**config.mk**
```make
export PLATFORM = sky130hd
export DESIGN_NAME = seven_seg_scan_ctrl_flat
export DESIGN_NICKNAME = d
export VERILOG_FILES = /design/src/rtl/seven_seg_scan_ctrl_pkg.sv /design/src/rtl/seven_seg_scan_ctrl_if.sv /design/src/rtl/seven_seg_scan_ctrl_seg_bit_decode.sv /design/src/rtl/seven_seg_scan_ctrl.sv /design/src/flat_wrapper.sv
export SDC_FILE = /design/constraint.sdc
export NUM_CORES = 1
export LEC_CHECK = 0
export BUFFER_PORTS_ARGS = -buffer_cell sky130_fd_sc_hd__clkbuf_2
export CELL_PAD_IN_SITES_DETAIL_PLACEMENT = 2
export CELL_PAD_IN_SITES_GLOBAL_PLACEMENT = 2
export CORE_MARGIN = 10
export CORE_UTILIZATION = 39
export CTS_CLUSTER_DIAMETER = 120
export DETAILED_ROUTE_END_ITERATION = 16
export PLACE_DENSITY_LB_ADDON = 0.1
export SYNTH_ARGS = -nofsm -noshare
export SYNTH_HDL_FRONTEND = slang
export SYNTH_SLANG_ARGS = --single-unit
```
**constraint.sdc**
```tcl
create_clock -name clk -period 3.2 [get_ports clk]
set_clock_uncertainty 0.05 [all_clocks]
set_input_delay 0.64 -clock clk [delete_from_list [all_inputs] [get_ports clk]]
set_output_delay 0.64 -clock clk [all_outputs]
set_load 0.005 [all_outputs]
```
**src/rtl/seven_seg_scan_ctrl_pkg.sv**
```systemverilog
// Shared constants and state type for the seven-segment scan controller.
// Segment patterns are active-low {dp,g,f,e,d,c,b,a}.
package seven_seg_pkg;

    localparam logic [7:0] SEG_ZERO = 8'hC0;
    localparam logic [7:0] SEG_ONE  = 8'hF9;
    localparam logic [7:0] SEG_OFF  = 8'hFF;

    typedef enum logic [1:0] {
        GAP   = 2'd0,
        SCAN  = 2'd1,
        BLANK = 2'd2
    } scan_state_t;

endpackage

```
**src/rtl/seven_seg_scan_ctrl_if.sv**
```systemverilog
// Load handshake between the ALU result register and the scan controller.
interface seven_seg_scan_ctrl_if #(
    parameter int NUM_DIGITS = 4
) ();

    logic                  load_valid;
    logic                  load_ready;
    logic [NUM_DIGITS-1:0] load_data;

    modport master (output load_valid, output load_data, input  load_ready);
    modport slave  (input  load_valid, input  load_data, output load_ready);

endinterface

```
**src/rtl/seven_seg_scan_ctrl_seg_bit_decode.sv**
```systemverilog
// Maps one binary digit to its segment pattern; show_i=0 forces the bus dark.
module seg_bit_decode
    import seven_seg_pkg::*;
(
    input  logic       bit_i,
    input  logic       show_i,
    output logic [7:0] seg_o
);

    assign seg_o = !show_i ? SEG_OFF : (bit_i ? SEG_ONE : SEG_ZERO);

endmodule

```
**src/rtl/seven_seg_scan_ctrl.sv**
```systemverilog
// Time-multiplexed scan of a binary value onto a common-anode display bank,
// with frame-aligned value commits. Optional macro: LEADING_ZERO_BLANK_EN.
//
// state | meaning
// GAP   | all anodes off for GAP_CYCLES between digit slots
// SCAN  | digit idx lit for REFRESH_DIV cycles
// BLANK | display forced dark, loads commit immediately
module seven_seg_scan_ctrl
    import seven_seg_pkg::*;
#(
    parameter int NUM_DIGITS  = 4,
    parameter int REFRESH_DIV = 50000,
    parameter int GAP_CYCLES  = 16
) (
    input  logic                  clk,
    input  logic                  rst_n,
    seven_seg_scan_ctrl_if.slave  load_if,
    input  logic                  blank_i,
    output logic [7:0]            seg_out_o,
    output logic [NUM_DIGITS-1:0] digit_en_n_o,
    output logic                  frame_done_o
);

    localparam int IW   = (NUM_DIGITS > 1) ? $clog2(NUM_DIGITS) : 1;
    localparam int PMAX = (REFRESH_DIV > GAP_CYCLES) ? REFRESH_DIV : GAP_CYCLES;
    localparam int PW   = $clog2(PMAX);

    scan_state_t           state_q, state_d;
    logic [IW-1:0]         idx_q, idx_d;
    logic [PW-1:0]         presc_q, presc_d;
    logic [NUM_DIGITS-1:0] disp_q, disp_d;
    logic [NUM_DIGITS-1:0] pdata_q, pdata_d;
    logic                  pend_q, pend_d;
    logic                  ready_q, ready_d;
    logic [7:0]            seg_q, seg_d;
    logic [NUM_DIGITS-1:0] den_q, den_d;
    logic                  fdone_q;

    logic xfer, slot_end, last_digit, boundary, show_d;

    assign xfer       = load_if.load_valid && ready_q;
    assign slot_end   = (presc_q == PW'(REFRESH_DIV - 1));
    assign last_digit = (idx_q == IW'(NUM_DIGITS - 1));
    assign boundary   = !blank_i && (state_q == SCAN) && slot_end && last_digit;

    always_comb begin
        state_d = state_q;
        idx_d   = idx_q;
        presc_d = presc_q + PW'(1);
        case (state_q)
            GAP: begin
                if (presc_q == PW'(GAP_CYCLES - 1)) begin
                    state_d = SCAN;
                    presc_d = '0;
                end
            end
            SCAN: begin
                if (slot_end) begin
                    state_d = GAP;
                    presc_d = '0;
                    idx_d   = last_digit ? '0 : idx_q + IW'(1);
                end
            end
            BLANK: begin
                state_d = GAP;
                presc_d = '0;
                idx_d   = '0;
            end
            default: begin
                state_d = GAP;
                presc_d = '0;
                idx_d   = '0;
            end
        endcase
        if (blank_i) begin
            state_d = BLANK;
            presc_d = '0;
            idx_d   = '0;
        end
    end

    // Loads landing on a frame boundary or while blanked bypass the pending slot.
    always_comb begin
        disp_d  = disp_q;
        pdata_d = pdata_q;
        pend_d  = pend_q;
        ready_d = ready_q;
        if (boundary || (state_q == BLANK)) begin
            if (xfer) begin
                disp_d = load_if.load_data;
            end else if (pend_q) begin
                disp_d = pdata_q;
            end
            pend_d  = 1'b0;
            ready_d = 1'b1;
        end else if (xfer) begin
            pdata_d = load_if.load_data;
            pend_d  = 1'b1;
            ready_d = 1'b0;
        end
    end

`ifdef LEADING_ZERO_BLANK_EN
    assign show_d = (idx_d == '0) || ((disp_d >> idx_d) != '0);
`else
    assign show_d = 1'b1;
`endif

    // Outputs are decoded from next-state values so they can be registered.
    seg_bit_decode u_decode (
        .bit_i  (disp_d[idx_d]),
        .show_i ((state_d == SCAN) && show_d),
        .seg_o  (seg_d)
    );

    always_comb begin
        den_d = '1;
        if (state_d == SCAN) begin
            den_d[idx_d] = 1'b0;
        end
    end

    always_ff @(posedge clk or negedge rst_n) begin
        if (!rst_n) begin
            state_q <= GAP;
            idx_q   <= '0;
            presc_q <= '0;
            disp_q  <= '0;
            pdata_q <= '0;
            pend_q  <= 1'b0;
            ready_q <= 1'b1;
            seg_q   <= SEG_OFF;
            den_q   <= '1;
            fdone_q <= 1'b0;
        end else begin
            state_q <= state_d;
            idx_q   <= idx_d;
            presc_q <= presc_d;
            disp_q  <= disp_d;
            pdata_q <= pdata_d;
            pend_q  <= pend_d;
            ready_q <= ready_d;
            seg_q   <= seg_d;
            den_q   <= den_d;
            fdone_q <= boundary;
        end
    end

    assign load_if.load_ready = ready_q;
    assign seg_out_o          = seg_q;
    assign digit_en_n_o       = den_q;
    assign frame_done_o       = fdone_q;

endmodule

```
**src/flat_wrapper.sv**
```systemverilog
// flat-port wrapper written by rule: the top's interface ports become plain ports
module seven_seg_scan_ctrl_flat import seven_seg_pkg::*;
#(
    parameter int NUM_DIGITS  = 4,
    parameter int REFRESH_DIV = 50000,
    parameter int GAP_CYCLES  = 16
)
  (clk, rst_n, blank_i, seg_out_o, digit_en_n_o, frame_done_o, load_if_load_valid, load_if_load_data, load_if_load_ready);
  seven_seg_scan_ctrl_if #(.NUM_DIGITS(NUM_DIGITS)) load_if_i ();
  input  logic clk;
  input  logic rst_n;
  input  logic blank_i;
  output logic [7:0] seg_out_o;
  output logic [NUM_DIGITS-1:0] digit_en_n_o;
  output logic frame_done_o;
  input wire logic [$bits(load_if_i.load_valid)-1:0] load_if_load_valid;
  input wire logic [$bits(load_if_i.load_data)-1:0] load_if_load_data;
  output wire logic [$bits(load_if_i.load_ready)-1:0] load_if_load_ready;
  assign load_if_i.load_valid = load_if_load_valid;
  assign load_if_i.load_data = load_if_load_data;
  assign load_if_load_ready = load_if_i.load_ready;
  seven_seg_scan_ctrl #(.NUM_DIGITS(NUM_DIGITS), .REFRESH_DIV(REFRESH_DIV), .GAP_CYCLES(GAP_CYCLES)) u_core (.clk(clk), .rst_n(rst_n), .load_if(load_if_i), .blank_i(blank_i), .seg_out_o(seg_out_o), .digit_en_n_o(digit_en_n_o), .frame_done_o(frame_done_o));
endmodule
```
==> impl_metrics.csv <==
group,metric,value,unit
route,wl_per_cell,17.8,um
clock_network,clockBufferDepth,2,
critical_path,reg2regPathDepth,7,
placed_design,place_area,1930,um2
yosys,yosysSeqAreaShare,51.1,%
clock_network,clkLatencyLatePin,280,ps
cells_and_area,diodes,0,
clock_network,cts_root_buf,"clkbuf_8",
die,die_width,88.5,um
sta,fin_tns_setup,0,ps
yosys,yosysWarnings,0,
grt,grt_max_degree,38,
route,vias,1322,
run_status,status,"finished clean",
route,viasPerCell,5.35,
placed_design,dp_hpwl,3480,um
sta,fmax,0.432,GHz
route,first_iter_violations,51,
critical_path,cp-start-kind,"register",
sta,finalSetupViolCount,0,
clock_network,cts_hold_buf,0,
placed_design,post-place-ws,825,ps
cells_and_area,final_nets,204,
cells_and_area,syn_to_final_growth,9.71,%
sta,holdWs,418,ps
grt,grt_pass1_wl,7490,um
sta,finalHoldViolations,0,
critical_path,worst_setup_path_end_kind,"register",
sta,layout_setup_ws,887,ps
clock_network,postCtsSetupBuffers,0,
critical_path,worstPathArrival,2470,ps
grt,antenna_found_initial,0,
clock_network,htree_num_levels,2,
critical_path,criticalPathCategory,"register to register",
pwr,power,0.886,mW
placed_design,io_buffers,19,
min_path,worstHoldStart,"u_core.presc_q[0]",
yosys,syn_avg_cell_area,10.3,um2
critical_path,reg2reg_from,"u_core.presc_q[0]",
min_path,min_path_type,"register to register",
clock_network,cts_resized,0,
grt,overflow,0,
clock_network,clk_pin_slew,70,ps
route,detail-route-antenna-nets,0,
cells_and_area,drive_above_1_share,23.1,%
sta,worst_pin_slew,905,ps
critical_path,timing.reg2reg.setup_slack,890,ps
die,rows,24,
route,wl,4400,um
critical_path,r2r_end,"u_core.seg_out_o[4]",
clock_network,cts_buffers,5,
critical_path,crit_required,3360,ps
critical_path,crit_start,"u_core.presc_q[0]",
sta,max_slew_margin,39.6,%
critical_path,critPathMaxFanout,7,
yosys,synthArstFlopShare,100,%
clock_network,cts_tree,"done",
die,die_y,88.5,um
sta,fin_crit,2310,ps
route,drc_errors,0,
yosys,ys.flop_type,"dfrtp_1",
die,boundaryPins,22,
placed_design,gp_congestion,0.786,
yosys,ys_types,41,
yosys,synthCells,177,
pwr,ir_drop,0.246,mV
yosys,synth.cell_area,1830,um2
route,firstDrtPassIters,4,
sta,rsz0062_at_grt,"no",
pwr,p_leak,0.923,nW
die,dieArea,7830,um2
sta,slew_viol_final,0,
sta,finalCritPeriodShare,72.3,%
pwr,powerDensity,441,nW/um2
die,core,4440,um2
die,start_util,41.2,%
flow_run,cap_violations,0,
clock_network,clock-sinks,37,
grt,track_usage,12.3,%
yosys,synth_edf_count,0,
cells_and_area,final_area,2010,um2
yosys,ys_ff_latch,37,
grt,grt_pass1_vias,1527,
critical_path,critPathCapture,"u_core.seg_out_o[4]",
min_path,hold-path-cell-count,1,
[how the worst min path moves through the flow]
stage / to / slack [ps]
floorplan: u_core.disp_q[0] / 290
global placement: u_core.presc_q[0] / 390
detailed placement: u_core.presc_q[0] / 420
CTS: u_core.presc_q[0] / 430
global route: u_core.state_q[1] / 430
finish: u_core.presc_q[0] / 420
[worst max-delay path, stage by stage, from the launching register on]
cell,delay [ps]
dfrtp_1,380
ha_1,190
and3_1,270
and3_1,390
nand2_4,140
and3_1,200
o31a_1,270
a2111o_1,340
[synthesized netlist by cell type, types with 2 or more instances]
cell type	count	share of area (%)
dfstp_2	7	10
nand3_1	12	3.3
o22ai_1	2	0.68
nor2_1	25	5.1
a31oi_1	2	0.68
and3_1	9	3.1
mux2_2	4	2.5
inv_1	2	0.41
nand2_1	19	3.9
clkbuf_1	2	0.41
ha_1	2	1.4
and2_1	2	0.68
mux2i_1	2	1.1
a21oi_1	4	1.1
nor2b_1	3	1.0
dfrtp_1	30	41
buf_4	6	2.5
xor2_1	9	4.3
xnor2_1	5	2.4
nand4_1	4	1.4
nor3_1	2	0.55
o21ai_0	5	1.4
[power by group]
part	internal, mW	switching (mW)	total [mW]
Sequential	0.493	0.0149	0.508
Combinational	0.0284	0.0414	0.0698
Clock	0.151	0.158	0.309
Total	0.672	0.214	0.886
[per-stage QoR]
step,util [%],instances
2_1_floorplan,-,178
5_1_grt,45.2,247
4_1_cts,45.2,247
6_report,45.2,247
3_5_place_dp,43.3,239
3_3_place_gp,43.3,239
[per-layer routing]
metal | track usage (%) | vias to the layer above | wire length [um]
met5 | 0 | - | 0
met4 | 4.85 | 0 | 48
met3 | 2.94 | 5 | 177
met2 | 20.8 | 20 | 2210
met1 | 14.8 | 665 | 1970
li1 | - | 632 | -
[layout by cell type, fill, tap and decap left out, types with 3 or more instances in the layout]
cell      synthesis  final
mux2_2            4      4
clkbuf_8          0      5
xnor2_1           5      5
clkbuf_2          0     19
nor2_1           25     25
xor2_1            9      9
dfrtp_1          30     30
nor2b_1           3      3
nand3_1          12     12
o21ai_0           5      5
nand4_1           4      4
a21oi_1           4      4
and3_1            9      9
nand2_1          19     19
dfstp_2           7      7
[cells by family (layout without fill, tap and decap cells)]
group / after synthesis / in the layout / synth area share, %
AOI/OAI and AO/OA: 19 / 19 / 7.79
xor gates and xnor gates: 14 / 14 / 6.70
adders and majority gates: 2 / 2 / 1.37
buffers and inverters: 12 / 29 / 4.17
DFF: 37 / 37 / 51.1
muxes: 7 / 7 / 4.78
other: 1 / 2 / 0.205
and+or+nand+nor: 85 / 85 / 23.9
[registers in the layout, summed over array words and instances, names as in the netlist, 2 cells and up]
name                 cells
u_core.pdata_q           4
u_core.presc_q          16
u_core.idx_q             2
u_core.digit_en_n_o      4
u_core.seg_out_o         2
u_core.disp_q            4
u_core.state_q           2
[area by class of cell]
type	count	area, um2
clock inverter	2	10.0
fill	495	2440
clock buffer	6	72.6
inverter	2	7.51
sequential	37	935
tap	52	65.1
multi-input combinational	129	823
timing repair buffer	19	95.1
(Power assumes the default switching activity.)
